[src/rtl/h80cpu_pkg.sv]
// Shared h80cpu bus types and command encodings.
package h80cpu_pkg;

  typedef logic [15:0] bus_addr_t;
  typedef logic [7:0]  bus_data_t;
  typedef logic [2:0]  bus_cmd_t;

  localparam bus_cmd_t bus_cmd_nop     = 3'd0;
  localparam bus_cmd_t bus_cmd_read_b  = 3'd1;
  localparam bus_cmd_t bus_cmd_write_b = 3'd2;
  localparam bus_cmd_t bus_cmd_read_w  = 3'd3;
  localparam bus_cmd_t bus_cmd_write_w = 3'd4;

endpackage

[src/rtl/h80cpu_sync_bit.sv]
// Multi-flop synchronizer for a single level/toggle signal from another clock domain.
module h80cpu_sync_bit #(
  parameter int SYNC_STAGES = 2
) (
  input  logic clk,
  input  logic rst_n,
  input  logic d,
  output logic q
);

  logic [SYNC_STAGES-1:0] r_sync;

  // Shift the asynchronous input through the flop chain; all stages clear on reset.
  always_ff @(posedge clk or negedge rst_n) begin
    if (!rst_n) begin
      r_sync <= '0;
    end else begin
      r_sync <= {r_sync[SYNC_STAGES-2:0], d};
    end
  end

  assign q = r_sync[SYNC_STAGES-1];

endmodule

[src/rtl/h80cpu_io_arbiter.sv]
// Round-robin arbiter sharing the h80cpu I/O target between several toggle-handshake masters.
module h80cpu_io_arbiter
  import h80cpu_pkg::*;
#(
  parameter int NUM_REQ     = 2,
  parameter int SYNC_STAGES = 2
) (
  input  logic                       clk,
  input  logic                       reset,
  input  logic [NUM_REQ-1:0]         req_run,
  input  bus_addr_t                  req_addr    [NUM_REQ],
  input  bus_cmd_t                   req_cmd     [NUM_REQ],
  input  bus_data_t                  req_wr_data [NUM_REQ],
  output logic [NUM_REQ-1:0]         req_done,
  output bus_data_t                  req_rd_data [NUM_REQ],
  output bus_addr_t                  io_addr,
  output bus_cmd_t                   io_cmd,
  output bus_data_t                  io_wr_data,
  output logic                       io_run,
  input  logic                       io_done,
  input  bus_data_t                  io_rd_data,
  output logic [$clog2(NUM_REQ)-1:0] grant_id,
  output logic                       busy
);

  localparam int IDW = $clog2(NUM_REQ);

  typedef enum logic [1:0] {
    S_IDLE,
    S_ISSUE,
    S_WAIT
  } state_t;

  state_t           r_state;
  state_t           w_state_next;
  logic [IDW-1:0]   r_last;
  logic [IDW-1:0]   r_grant;
  logic [IDW-1:0]   w_winner;
  logic             w_any;
  logic [NUM_REQ-1:0] w_pend;
  logic             w_latch;
  logic             w_issue;
  logic             w_complete;
  logic             w_io_done_s;
  bus_addr_t        r_io_addr;
  bus_cmd_t         r_io_cmd;
  bus_data_t        r_io_wr_data;
  logic             r_io_run;

  h80cpu_sync_bit #(
    .SYNC_STAGES (SYNC_STAGES)
  ) u_sync_done (
    .clk   (clk),
    .rst_n (reset),
    .d     (io_done),
    .q     (w_io_done_s)
  );

  assign w_pend = req_run ^ req_done;

  // Round-robin search: start one past the last served index, first pending index wins.
  always_comb begin
    w_any    = 1'b0;
    w_winner = '0;
    for (int k = 1; k <= NUM_REQ; k++) begin
      if (!w_any && w_pend[IDW'((int'(r_last) + k) % NUM_REQ)]) begin
        w_any    = 1'b1;
        w_winner = IDW'((int'(r_last) + k) % NUM_REQ);
      end
    end
  end

  // State register.
  always_ff @(posedge clk or negedge reset) begin
    if (!reset) begin
      r_state <= S_IDLE;
    end else begin
      r_state <= w_state_next;
    end
  end

  // Next-state logic and per-cycle datapath strobes.
  always_comb begin
    w_state_next = r_state;
    w_latch      = 1'b0;
    w_issue      = 1'b0;
    w_complete   = 1'b0;
    case (r_state)
      S_IDLE: begin
        if (w_any) begin
          w_latch      = 1'b1;
          w_state_next = S_ISSUE;
        end
      end
      S_ISSUE: begin
        w_issue      = 1'b1;
        w_state_next = S_WAIT;
      end
      S_WAIT: begin
        if (w_io_done_s == r_io_run) begin
          w_complete   = 1'b1;
          w_state_next = S_IDLE;
        end
      end
      default: w_state_next = S_IDLE;
    endcase
  end

  // Latch the granted request one cycle before toggling io_run, and track the rotation pointer.
  always_ff @(posedge clk or negedge reset) begin
    if (!reset) begin
      r_io_addr    <= '0;
      r_io_cmd     <= '0;
      r_io_wr_data <= '0;
      r_io_run     <= 1'b0;
      r_grant      <= '0;
      r_last       <= IDW'(NUM_REQ - 1);
    end else begin
      if (w_latch) begin
        r_io_addr    <= req_addr[w_winner];
        r_io_cmd     <= req_cmd[w_winner];
        r_io_wr_data <= req_wr_data[w_winner];
        r_grant      <= w_winner;
      end
      if (w_issue) begin
        r_io_run <= ~r_io_run;
      end
      if (w_complete) begin
        r_last <= r_grant;
      end
    end
  end

  // Per-requester completion toggle and read-data register; only the granted slot ever updates.
  for (genvar gi = 0; gi < NUM_REQ; gi++) begin : g_req
    logic      r_done_bit;
    bus_data_t r_rd_data;

    // Capture read data and flip the done toggle when this requester's transaction completes.
    always_ff @(posedge clk or negedge reset) begin
      if (!reset) begin
        r_done_bit <= 1'b0;
        r_rd_data  <= '0;
      end else if (w_complete && (r_grant == IDW'(gi))) begin
        r_done_bit <= ~r_done_bit;
        r_rd_data  <= io_rd_data;
      end
    end

    assign req_done[gi]    = r_done_bit;
    assign req_rd_data[gi] = r_rd_data;
  end

  assign io_addr    = r_io_addr;
  assign io_cmd     = r_io_cmd;
  assign io_wr_data = r_io_wr_data;
  assign io_run     = r_io_run;
  assign grant_id   = r_grant;
  assign busy       = (r_state != S_IDLE);

endmodule

[config.mk]
export PLATFORM = sky130hd
export DESIGN_NAME = h80cpu_io_arbiter
export DESIGN_NICKNAME = d
export VERILOG_FILES = /design/src/rtl/h80cpu_pkg.sv /design/src/rtl/h80cpu_sync_bit.sv /design/src/rtl/h80cpu_io_arbiter.sv
export SDC_FILE = /design/constraint.sdc
export NUM_CORES = 1
export LEC_CHECK = 0
export BUFFER_PORTS_ARGS = -buffer_cell sky130_fd_sc_hd__buf_4
export CELL_PAD_IN_SITES_DETAIL_PLACEMENT = 1
export CELL_PAD_IN_SITES_GLOBAL_PLACEMENT = 1
export CORE_UTILIZATION = 34
export CTS_BUF_LIST = sky130_fd_sc_hd__clkbuf_16
export CTS_CLUSTER_DIAMETER = 60
export DETAILED_ROUTE_END_ITERATION = 10
export GPL_ROUTABILITY_DRIVEN = 1
export GPL_TIMING_DRIVEN = 0
export PLACE_DENSITY = 0.77
export SYNTH_ARGS = -nofsm -noshare
export SYNTH_HDL_FRONTEND = slang
export SYNTH_HIERARCHICAL = 1
export SYNTH_SLANG_ARGS = --single-unit
export TNS_END_PERCENT = 100
[constraint.sdc]
create_clock -name clk -period 1.8 [get_ports clk]
set_clock_uncertainty 0.05 [all_clocks]
set_input_delay 0.36 -clock clk [delete_from_list [all_inputs] [get_ports clk]]
set_output_delay 0.36 -clock clk [all_outputs]
set_load 0.01 [all_outputs]
### Word-level counts from Yosys, hierarchy flattened

Index checks and enable logic that the tools add are counted.

* flip-flop bits (word level): 52
* memories: 0
* bits in read-only memories: 0
* RAM bits: 0
* bits in latches: 0

* order comparisons: 3
* equal/unequal tests: 5
* bitwise logic cells: 6
* multipliers: 0
* add/sub/neg operators: 2
* div/mod/pow operators: 0
* muxes and demuxes: 25
* shift operators: 0
* reduce and logical (&&, ||, !) cells: 7

Operators by type and width (count)
* two-way mux 16 bit: 3
* two-way mux 8 bit: 3
* two-way mux 1 bit: 13
* two-way mux 3 bit: 3
* < comparator 1 x 3 -> 1 bit, second input constant: 2
* case mux 2 bit (3 select lines): 1
* two-way mux 2 bit: 2
* inequality test 2 bit, second input constant: 2
* NOT 1 bit: 4
* logical AND 1 bit: 3
* adder 1 bit, second input constant: 2
* == test 2 x 1 -> 1 bit, second input constant: 1
* == test 2 bit, second input constant: 1
* >= comparator 2 bit, second input constant: 1
* logical NOT 2 bit: 1
* NOT 1 -> 2 bit: 1
* AND reduction 2 bit: 1
* nonzero test 2 bit: 1
* == test 1 bit: 1
* logical NOT 1 bit: 1
* bitwise XOR 1 bit: 1

### Logic depth before layout (Yosys ltp)

* depth after elaboration: 12
* gate-level depth with buffers: 5

### Hierarchy

The synthesis kept the hierarchy.

By module, submodules not included
* h80cpu_io_arbiter: seq. area each 1252.5 sq um, instances 1, area an instance 2190.9 sq um, cells an instance 181
* h80cpu_sync_bit: seq. area each 50.0 sq um, instances 1, area an instance 50.0 sq um, cells an instance 2

### Worst setup path before layout

Ideal clock, no wire load.

* path kind: reg2reg
* start: reg r_io_run, in the netlist io_run
* end: reg g_req[1].r_rd_data[0]
* required time: 1625 ps
* setup slack: 309 ps
* arrival: 1316 ps
* stages on the path, launching flop included: 5
* path through: dfrtp_1 -> xnor2_1 -> and3_1 -> buf_6 -> mux2_2

* cells in the longest elaborated chain, start to end: 4

Ends and longest elaborated chain
* start: declaration: RTL line h80cpu_io_arbiter.sv:48 `logic r_io_run;`
* start signal: assignment: RTL line h80cpu_io_arbiter.sv:126 `r_io_run <= ~r_io_run;`
* == test 1 bit: RTL line h80cpu_io_arbiter.sv:100 `if (w_io_done_s == r_io_run) begin`
* two-way mux 1 bit: RTL line h80cpu_io_arbiter.sv:100
* two-way mux 1 bit: RTL line h80cpu_io_arbiter.sv:88 `case (r_state)`
* logical AND 1 bit: RTL line h80cpu_io_arbiter.sv:144 `end else if (w_complete && (r_grant == IDW'(gi))) begin`
* end signal: assignment: RTL line h80cpu_io_arbiter.sv:146 `r_rd_data <= io_rd_data;`
* end: declaration: RTL line h80cpu_io_arbiter.sv:137 `bus_data_t r_rd_data;`

No other way between the ends.
A chain may end at the register's enable or synchronous reset.

### Worst setup path in the final report

* start: reg r_state[1]
* end: out busy

* cells in the longest elaborated chain, start to end: 1

Ends and longest elaborated chain
* start: declaration: RTL line h80cpu_io_arbiter.sv:34 `state_t r_state;`
* start signal: assignment: RTL line h80cpu_io_arbiter.sv:78 `r_state <= w_state_next;`
* nonzero test 2 bit: RTL line h80cpu_io_arbiter.sv:159 `assign busy = (r_state != S_IDLE);`
* end: declaration: RTL line h80cpu_io_arbiter.sv:23 `output logic busy`

No other way between the ends.

==> results.yml <==
timing:
  fmax_ghz: 0.575
  tns_ps: 0
  period_share: 0.967
  drv_slew: 0
  grt_setup_unrepaired: "no"
  hold_slack_ps: 47.7
  hold_violations: 0
  finalSetupViolations: 0
  maxSlewHeadroom: 0.566
  setup_ws_ps: 59.9
  worst_slew_pin_slew_ps: 651
  fin_crit_ps: 1740
finish:
  synthToLayoutAreaGrowth_pct: 48.6
  fin_area_mm2: 0.00333
  antenna_cells: 0
  layout-drive-gt1-share: 0.495
  nNetsFinal: 369
  fill_cells: 712
placement:
  dp_worst_setup_slack_ps: 110
  port_buffers: 113
  dpl.hpwl_mm: 4.11
  gp_congestion: 0.637
  placed_area_mm2: 0.00319
global_route:
  grt-ovfl-total: 0
  antenna_found_initial: 0
  grt_pass1_vias: 2087
  grt_first_pass_wirelength_mm: 9.58
  grt_max_degree: 53
  grt_usage: 0.173
routing:
  drt-total-wl_mm: 5.61
  dr.pass1.iters: 3
  vias: 1856
  drtAntennaViolNets: 0
  via_per_inst: 4.88
  drt_iter0_drc: 39
  post_drt_wl_per_cell_um: 14.8
  drc: 0
synthesis:
  syn_area_per_cell_um2: 12.2
  ys_seq_elements: 52
  synth_area_mm2: 0.00224
  seq_area_frac_synth: 0.581
  ys_top_cells_by_area: "dfrtp_1 (57%), mux2i_1 (12%), o21ai_0 (9.8%)"
  ys_types: 21
  synth_top_area_cell: "dfrtp_1"
  yosysTopAreaCellShare: 0.570
  synth_fp_nets: 250
  yosys_warnings: 6
  synthCells: 183
power:
  power.leakage_nw: 1.62
  powerDensity_mw_per_mm2: 1740
  power_mw: 5.78
  peakVddDrop_mv: 0.806
clocking:
  cts_sinks: 52
  cts_tree: "yes"
  clk_pin_slew_ps: 70
  root_buffer: "clkbuf_16"
  numCtsBuffers: 5
  h-tree-depth: 2
  clockBufferDepth: 2
  hold_buffers: 0
  clk_latency_ps: 290
worst_setup_path:
  worstSetupPathType: "flop to output pin"
  path_max_fanout: 12
  reg2reg_depth: 5
  end_kind: "output pin"
  required_ps: 1390
  crit_path_start_kind: "flop"
  worst_ep_arrival_time_ps: 1330
die:
  rows: 29
  dieWidth_um: 83.2
  ios: 115
  design.die.area_mm2: 0.00692
  start_util: 0.353
  coreArea_mm2: 0.00635
  die_height_um: 83.2
run:
  drv_cap: 0
run_status:
  status: "finished clean"
min_path:
  worstHoldPathType: "input port to async pin"
[per-stage QoR]
stage | cells | util
floorplan | 183 | -
global placement | 373 | 0.502
detailed placement | 373 | 0.502
CTS | 380 | 0.524
global route | 380 | 0.525
finish | 380 | 0.525
[critical path, stage by stage (launching register included)]
cell and delay (ps):
dfrtp_1 380, or2_4 310, buf_2 200, buf_4 160
[Yosys cell counts (all sizes together)]
cell,count
a21o,1
and3,1
buf,10
clkbuf,6
dfrtp,51
dfstp,1
inv,1
mux2,16
mux2i,27
nand2,2
nand2b,2
nand3b,1
nor2b,1
o21ai,56
or2,2
xnor2,4
xor2,1
[power breakdown]
group          switching [mW]  internal [mW]  total, mW
registers               0.289           1.74       2.03
logic                    1.36           1.46       2.82
clock network           0.413          0.513      0.926
[timing repair]
action | 4_1_cts | 5_1_grt
gates resized for setup | 1 | 2
endpoints found under the setup margin | 1 | 3
setup buffers | 0 | 0
[layer usage]
| layer | vias up | share of wire | global-route usage | routed length (µm) |
|---|---|---|---|---|
| met5 | - | 0 | 0 | 0 |
| met4 | 0 | 0.0027 | 0.0376 | 15 |
| met3 | 2 | 0.064 | 0.0467 | 359 |
| met2 | 57 | 0.54 | 0.321 | 3000 |
| met1 | 919 | 0.40 | 0.196 | 2230 |
| li1 | 878 | - | - | - |
[kinds of logic (layout without fill, tap and decap cells)]
logic type / count (synthesis) / after routing / share of synthesized area
buffers and inverters: 17 / 137 / 0.0463
AO/OA/AOI/OAI: 57 / 57 / 0.128
XOR/XNOR: 5 / 5 / 0.0195
multiplexers: 43 / 43 / 0.201
flip-flops: 52 / 52 / 0.581
AND/OR/NAND/NOR: 9 / 9 / 0.0235
[path summary, 6_finish.rpt]
path,startpoint,endpoint,slack [ps]
max in group asynchronous,reset,io_wr_data[6],1210
setup / recovery,r_state[1],busy,60
setup reg to reg,g_req[0].r_done_bit,io_addr[11],220
min in group clk,io_done,u_sync_done/r_sync[0],130
hold reg to reg,u_sync_done/r_sync[0],u_sync_done/r_sync[1],310
hold / removal,reset,io_wr_data[0],50
[layout make-up]
cell class                      instances  area (µm²)  share of cell area
Clock inverter                          3        20.0             0.00601
Tap cell                               77        96.3              0.0289
Timing Repair Buffer                  113         848               0.255
Clock buffer                            5         125              0.0376
Multi-Input combinational cell        114         837               0.251
Buffer                                 15        97.6              0.0293
Inverter                                1        3.75             0.00113
Sequential cell                        52        1300               0.391
[registers in the layout (all words and copies together) (netlist names)]
name                cells
io_cmd                  3
r_state                 2
io_addr                16
io_run                  1
grant_id                1
g_req.r_rd_data        16
io_wr_data              8
u_sync_done/r_sync      2
g_req.r_done_bit        2
r_last                  1
[placed cells by master (no fill, tap or decap), types with 2 or more instances in the layout]
master     Yosys  routed
buf_4          3     116
dfrtp_1       51      51
o21ai_0       44      44
mux2i_1       27      27
mux2_2        16      16
o21ai_1       12      12
clkbuf_16      0       5
buf_2          4       4
xnor2_1        4       4
buf_6          3       3
clkbuf_1       5       3
clkbuf_2       1       2
inv_1          1       2
nand2b_1       2       2
nand2_1        2       2
No activity file was read; power rests on OpenSTA's default activity.
